<file path="src/rtl/svo_vram_arb.sv">
// Single-port VRAM arbiter: video reads take priority over CPU reads/writes, one grant per cycle.
// Define SVO_VRAM_ARB_STARVE_EN to force a CPU grant after MAX_VID_BURST back-to-back video grants.
module svo_vram_arb #(
  parameter int ADDR_W        = 16,
  parameter int DATA_W        = 24,
  parameter int MAX_VID_BURST = 8
) (
  input  logic              clk,
  input  logic              resetn,
  input  logic              vid_req,
  input  logic [ADDR_W-1:0] vid_addr,
  output logic              vid_ack,
  output logic              vid_rvalid,
  output logic [DATA_W-1:0] vid_rdata,
  input  logic              cpu_req,
  input  logic              cpu_we,
  input  logic [ADDR_W-1:0] cpu_addr,
  input  logic [DATA_W-1:0] cpu_wdata,
  output logic              cpu_ack,
  output logic              cpu_rvalid,
  output logic [DATA_W-1:0] cpu_rdata,
  output logic              mem_en,
  output logic              mem_we,
  output logic [ADDR_W-1:0] mem_addr,
  output logic [DATA_W-1:0] mem_wdata,
  input  logic [DATA_W-1:0] mem_rdata
);

  typedef enum logic [1:0] {TAG_NONE, TAG_VID, TAG_CPU} tag_t;

  tag_t              tag_s1;
  tag_t              tag_s2;
  logic [DATA_W-1:0] vid_hold;
  logic [DATA_W-1:0] cpu_hold;
  logic              starve;

`ifdef SVO_VRAM_ARB_STARVE_EN
  localparam int CNT_W = $clog2(MAX_VID_BURST + 1);
  logic [CNT_W-1:0] starve_cnt;

  assign starve = (starve_cnt == CNT_W'(MAX_VID_BURST));

  // Counts video grants that the waiting CPU has lost since its last grant.
  always_ff @(posedge clk) begin
    if (!resetn) begin
      starve_cnt <= '0;
    end else if (cpu_ack || !cpu_req) begin
      starve_cnt <= '0;
    end else if (vid_ack) begin
      starve_cnt <= starve_cnt + 1'b1;
    end
  end
`else
  // Strict video priority; the burst limit only matters with the guard compiled in.
  assign starve = (MAX_VID_BURST < 0);
`endif

  always_comb begin
    vid_ack = 1'b0;
    cpu_ack = 1'b0;
    if (resetn) begin
      if (cpu_req && (!vid_req || starve)) begin
        cpu_ack = 1'b1;
      end else if (vid_req) begin
        vid_ack = 1'b1;
      end
    end
  end

  // tag_s1 follows the memory access cycle, tag_s2 the cycle its read data returns.
  always_ff @(posedge clk) begin
    if (!resetn) begin
      mem_en    <= 1'b0;
      mem_we    <= 1'b0;
      mem_addr  <= '0;
      mem_wdata <= '0;
      tag_s1    <= TAG_NONE;
      tag_s2    <= TAG_NONE;
      vid_hold  <= '0;
      cpu_hold  <= '0;
    end else begin
      mem_en <= vid_ack | cpu_ack;
      mem_we <= cpu_ack & cpu_we;
      if (vid_ack) begin
        mem_addr <= vid_addr;
      end
      if (cpu_ack) begin
        mem_addr  <= cpu_addr;
        mem_wdata <= cpu_wdata;
      end
      if (vid_ack) begin
        tag_s1 <= TAG_VID;
      end else if (cpu_ack && !cpu_we) begin
        tag_s1 <= TAG_CPU;
      end else begin
        tag_s1 <= TAG_NONE;
      end
      tag_s2 <= tag_s1;
      if (tag_s2 == TAG_VID) begin
        vid_hold <= mem_rdata;
      end
      if (tag_s2 == TAG_CPU) begin
        cpu_hold <= mem_rdata;
      end
    end
  end

  assign vid_rvalid = (tag_s2 == TAG_VID);
  assign cpu_rvalid = (tag_s2 == TAG_CPU);
  assign vid_rdata  = vid_rvalid ? mem_rdata : vid_hold;
  assign cpu_rdata  = cpu_rvalid ? mem_rdata : cpu_hold;

endmodule

</file>
<file path="config.mk">
export PLATFORM = sky130hd
export DESIGN_NAME = svo_vram_arb
export DESIGN_NICKNAME = d
export VERILOG_FILES = /design/src/rtl/svo_vram_arb.sv
export SDC_FILE = /design/constraint.sdc
export NUM_CORES = 1
export LEC_CHECK = 0
export BUFFER_PORTS_ARGS = -buffer_cell sky130_fd_sc_hd__buf_2
export CELL_PAD_IN_SITES_DETAIL_PLACEMENT = 0
export CELL_PAD_IN_SITES_GLOBAL_PLACEMENT = 1
export CORE_MARGIN = 4
export CORE_UTILIZATION = 37
export DETAILED_ROUTE_END_ITERATION = 16
export GPL_ROUTABILITY_DRIVEN = 0
export PLACE_DENSITY_LB_ADDON = 0.15
export SLEW_MARGIN = 20
export SYNTH_ARGS = -nofsm -noshare
export SYNTH_HDL_FRONTEND = slang
export SYNTH_SLANG_ARGS = --single-unit
</file>
<file path="constraint.sdc">
create_clock -name clk -period 4.2 [get_ports clk]
set_clock_uncertainty 0.1 [all_clocks]
set_input_delay 0 -clock clk [delete_from_list [all_inputs] [get_ports clk]]
set_output_delay 0 -clock clk [all_outputs]
set_load 0.005 [all_outputs]
</file>
==> metrics.txt, run 1 <==
CP Capture Type=primary output; worst-skew pair later-pin latency=approximately 0.35 ns; MaxCap Viol Count=0; kind of critical path=reg -> out; met3 WL post-DR=between 800 and 900 um; CTS tree=built; initial antenna violation count=0; share of cells above drive strength 1=roughly 41%; Final TNS setup=0 ns; Switching Power=approximately 0.42 mW; top-area cell type share of the netlist area=49.1%; Hold Fails Final Rpt=0; Synthesized Nets=436; Pleak=between 2 and 3 nW; # Post-CTS Setup Buffers=0; Final setup viols=0; combinational power share=between 10% and 20%; M1 WL=approximately 4.1 mm; top cells by area, synth=dfxtp_1 49%, mux2_4 15%, and2_1 8.6%; Arr. time, crit path=between 2 and 2.5 ns; Max FO, Critical Path=25; WP data required=4.10 ns; Least-Margin Pin Slew=0.996 ns; dominant cell type by area after synthesis=dfxtp_1; Layout Nets=slightly below 700; DRT iter0 DRCs=~140; sw frac=21.7%; pre-CTS setup slack=2.26 ns; post-synthesis cell count=about 350; RSZ-0062 raised after global routing=no; clock slew at reported path FFs=roughly 0.09 ns; via count=around 3,300; post-route clock period utilization=50.5%; CTS Root Cell=clkbuf_8; final WL=~10 mm; hold slack=around 0.12 ns; first-pass GRT wire length=15.4 mm; area grow syn2layout=50.6%; average vias per placed instance=4.47; Die X-Extent=~110 um; Clk pwr share=around 38%; DIE AREA=between 10,000 and 15,000 um^2; grt ovf=0; CORE AREA=roughly 10000 um^2; reg-to-reg slack, setup=roughly 2.3 ns; Top FF cell, synth=dfxtp_1; Finished Cell Area=roughly 5800 um^2; max frequency=around 0.47 GHz; CP max-delay cell=nor2b_4; number of global-route vias before repair=between 3,000 and 4,000; post-route setup slack=a little over 2 ns; CTS Buffer Depth=2; largest net degree at the start of global routing=51; H-Tree Depth=3; DP Area=about 4700 um^2; crit path launch type=flop; I/O pin count=179; Worst slew margin=approximately 33%; Cell Rows=36; Max VDD drop=0.158 mV; post-synthesis average cell area=10.9 um^2; met2 WL post-DR=between 4 and 5 mm; Netlist cell types=21; post-route ant nets=0; CTS buffer count=9; DP HPWL=around 6.4 mm; GRT Util Overall=between 10% and 20%; CP peak stage delay=about 0.78 ns; routed len/inst=about 14 um; Starting Density=38.5%; Slew Limit Fails=0; outcome=finished, final reports clean; Yosys reg bits=between 90 and 100; crit path cell chain=nor2b_4 -> mux2_2 -> buf_2; Min-Delay Path Class=in -> reg; Initial DRT Pass Iterations=4; Post-CTS Resized=0; Max Used Layer=met4; PwrDens=about 340 nW/um^2; Die Y-Extent=approximately 110 um; Synth Warn #=0; share of async-settable or async-resettable flops after synthesis=0%; Min Clock Period, post-route=about 2.1 ns; part of the power in registers=between 40 and 50%; mapped cell area=approximately 3800 um^2; Post-synth EDFFs=0; Seq/Total Area, Yosys=49.1%; Port Buf Inserts=approximately 180; design internal power=around 1.5 mW; n_diodes=0; TritonCTS Sinks=94; DRC viols=0
==> kinds of logic (layout without fill, tap and decap cells) <==
group	after synthesis	in the layout	synth area share (%)
DFF	94	94	49.1
AOI/OAI and AO/OA	57	57	9.07
and+or+nand+nor	107	107	14.4
buffers and inverters	29	279	5.51
muxes	64	64	22.0
==> flip-flops by register name, indices dropped and copies added (netlist names) <==
register,flops
cpu_hold,24
mem_addr,16
mem_en,1
mem_wdata,24
mem_we,1
tag_s1,2
tag_s2,2
vid_hold,24
==> repair_timing <==
item,4_1_cts,5_1_grt
endpoints found under the hold margin,92,0
endpoints found under the setup margin,0,0
hold buffers,82,0
==> synth_stat cells (3+ instances only) <==
cell / instances
a21boi_0: 9
a21boi_1: 15
a21oi_1: 16
and2_1: 53
buf_12: 4
buf_2: 3
buf_4: 5
clkbuf_1: 13
dfxtp_1: 94
mux2_2: 10
mux2_4: 38
mux2i_1: 16
nand2_1: 48
o21ai_0: 16
==> power by group through the flow <==
| stage | combinational [mW] | clock [mW] | sequential (mW) |
|---|---|---|---|
| 2_1_floorplan | 0.111 | 0 | 0.961 |
| 3_3_place_gp | 0.205 | 0 | 0.958 |
| 3_5_place_dp | 0.208 | 0 | 0.960 |
| 4_1_cts | 0.271 | 0.755 | 0.939 |
| 5_1_grt | 0.297 | 0.790 | 0.944 |
| 6_report | 0.269 | 0.731 | 0.939 |
==> worst paths after layout <==
path | start | endpoint | depth (start not counted)
max | tag_s2[0] | vid_rdata[2] | 3
max reg2reg | tag_s2[0] | vid_hold[2] | 3
min | resetn | mem_wdata[11] | 2
min reg2reg | tag_s1[0] | tag_s2[0] | 1
==> area by class of cell <==
class	instances	area, um^2
Clock inverter	3	90.1
Timing Repair Buffer	261	1720
Multi-Input combinational cell	228	1750
Clock buffer	13	159
Inverter	2	7.51
Tap cell	133	166
Fill cell	877	4180
Sequential cell	94	1880
==> layout by cell type, fill, tap and decap left out, types with 10 or more instances in the layout <==
master and n:
a21boi_1 15, clkbuf_8 11, mux2_2 10, and2_1 53, dlygate4sd3_1 82, nand2_1 48
o21ai_0 16, buf_2 178, mux2_4 38, a21oi_1 16, mux2i_1 16, dfxtp_1 94
==> per-layer routing <==
layer | up-vias | global-route usage [%]
li1 | 1645 | -
met1 | 1507 | 18.5
met2 | 111 | 27.6
met3 | 19 | 4.93
met4 | 0 | 7.84
met5 | - | 0
==> metrics by stage <==
step                      utilization (%)  cells  total power, mW
after detailed placement             47.3    636             1.17
after global placement               47.3    636             1.16
after global routing                 58.0    734             2.03
after floorplan                         -    351             1.07
final                                58.0    734             1.94
after CTS                            58.0    734             1.97
==> critical path, delay by kind of cell (launching register included) <==
family	cells	cell delay (ns)
flops	1	0.33
mux	1	0.42
buf+inv	1	0.14
simple gates	1	0.78
No activity file was read; power rests on OpenSTA's default activity.
==> run 2, diff against run 1 <==
- CORE_UTILIZATION: 37 -> 34
- clock period: 4.2 -> 2 ns (I/O delays scaled with it)
==> run 2 against run 1 <==
Die area rose by 8.2%. Sequential power rose by 110%. Critical endpoint is now vid_rdata[23]. First-iteration DRC count fell by 17%. Cell count rose by 1.8%. Design area rose by 2.2%. Via count barely moved.
==> metrics.txt, run 2 (same netlist as run 1, synthesis figures left out) <==
crit path launch type=flop; DRC viols=0; routed len/inst=13.7 um; Min-Delay Path Class=in -> reg; grt ovf=0; Hold Crit Depth=2; Slew Limit Fails=0; CP Capture Type=primary output; Initial DRT Pass Iterations=4; Die Y-Extent=roughly 110 um; CTS buffer count=9; post-route ant nets=0; CTS Buffer Depth=2; largest registers=cpu_hold x24, mem_wdata x24, vid_hold x24; first-pass GRT wire length=roughly 17 mm; CP peak stage delay=0.36 ns; Pleak=approximately 2.9 nW; area grow syn2layout=53.9%; share of cells above drive strength 1=between 40% and 50%; fill count=1,013; start point of the worst hold path=resetn; Min Clock Period, post-route=between 1.5 and 2 ns; Final setup viols=0; I/O pin count=around 180; Final TNS setup=0 ns; sequential cell area=about 1900 um^2; reg2reg end=vid_hold[23]; PwrDens=just over 700 nW/um^2; H-Tree Depth=3; R2R depth=4; reg-to-reg slack, setup=0.43 ns; average vias per placed instance=4.39; pre-CTS setup slack=0.410 ns; CTS tree=built; n_diodes=0; Max Used Layer=met4; Max FO, Critical Path=21; Placed Cells=649; Worst slew margin=approximately 61%; most frequent cells in the layout=178 x buf_2, 94 x dfxtp_1, 82 x dlygate4sd3_1; met3 WL post-DR=roughly 830 um; WP data required=around 1.9 ns; Arr. time, crit path=about 1.7 ns; WHS Endpoint=mem_en; Starting Density=a little over a third; crit path cell chain=nor2b_4 -> buf_12 -> mux2_2 -> buf_2; fin cells=between 700 and 800; Layout Nets=687; kind of critical path=reg -> out; Hold Fails Final Rpt=0; multi-input logic area=1750 um^2; clock slew at reported path FFs=~0.060 ns; DP HPWL=roughly 6.7 mm; post-route setup slack=roughly 0.22 ns; final WL=10.3 mm; M1 WL=approximately 4.3 mm; Port Buf Inserts=roughly 180; number of global-route vias before repair=around 3,400; via count=about 3,300; CORE AREA=~11,000 um^2; most common cell after layout, fill and taps aside=buf_2; outcome=finished, final reports clean; largest net degree at the start of global routing=62; CP max-delay cell=mux2_2; worst-skew pair later-pin latency=0.33 ns; RSZ-0062 raised after global routing=no; Die X-Extent=between 100 and 150 um; DRT iter0 DRCs=roughly 120; met2 WL post-DR=a little under 5 mm; GRT Util Overall=between 10% and 20%; CTS Root Cell=clkbuf_16; Cell Rows=38; post-route clock period utilization=89.2%; Max VDD drop=approximately 0.40 mV; initial antenna violation count=0; DIE AREA=roughly 13,000 um^2; max frequency=around 0.56 GHz; Least-Margin Pin Slew=between 0.5 and 0.6 ns; hold slack=between 0.1 and 0.15 ns; worst path bufs/invs=2; CP delay by family, top=buffers and inverters; TritonCTS Sinks=94; MaxCap Viol Count=0; reg2reg start=tag_s2[0]
==> run 2: cell count changes in the layout (fill, tap and decap cells not counted), sizes merged <==
cell | before | now
buf | 179 | 185
bufinv | 3 | 0
clkinvlp | 0 | 2
clkinv | 0 | 3
clkbuf | 13 | 11
==> run 2: per-stage QoR <==
step,instance area [um^2],utilization (%),power [mW]
after floorplan,3840,-,2.25
after global placement,4800,43.9,2.46
after detailed placement,4800,43.9,2.47
after CTS,5910,54.0,4.26
after global routing,5910,54.0,4.39
final,5910,54.0,4.17
==> run 2: power breakdown <==
group          switching [mW]  internal [mW]
clock                   0.711          0.908
combinational           0.227          0.353
sequential             0.0284           1.95
==> run 2: worst max-delay path by stage <==
stage	from	endpoint	cells after the start
2_1_floorplan	tag_s2[0]	vid_hold[10]	5
3_3_place_gp	tag_s2[0]	cpu_hold[3]	4
3_5_place_dp	tag_s2[0]	cpu_hold[3]	4
4_1_cts	tag_s2[0]	cpu_rdata[3]	4
5_1_grt	tag_s2[0]	cpu_rdata[3]	4
6_report	tag_s2[0]	vid_rdata[23]	4
==> run 2: area by class of cell <==
type                    instances  area share [%]
flip-flops and latches         94            31.9
inverters                       2           0.127
repair buffers                267            30.5
well taps                     140            2.97
multi-input cells             228            29.7
clock buffers                  11            4.28
clock inverters                 5           0.572
==> run 2: timing repair <==
item	4_1_cts	5_1_grt
gates resized for setup	0	0
buffers inserted	0	0
hold buffers	82	0
endpoints found under the hold margin	92	0
==> run 2: per-layer routing <==
metal  vias to the layer above  global-route usage, %
li1                       1662                      -
met1                      1487                   19.0
met2                       119                   27.2
met3                        15                   6.40
met4                         0                   4.35
met5                         -                      0
==> run 2: worst reg2reg max path, cell delays in order, from the launching register on <==
cell	delay [ns]
dfxtp_1	0.32
nor2b_4	0.29
buf_12	0.24
mux2_2	0.37
and2_1	0.15
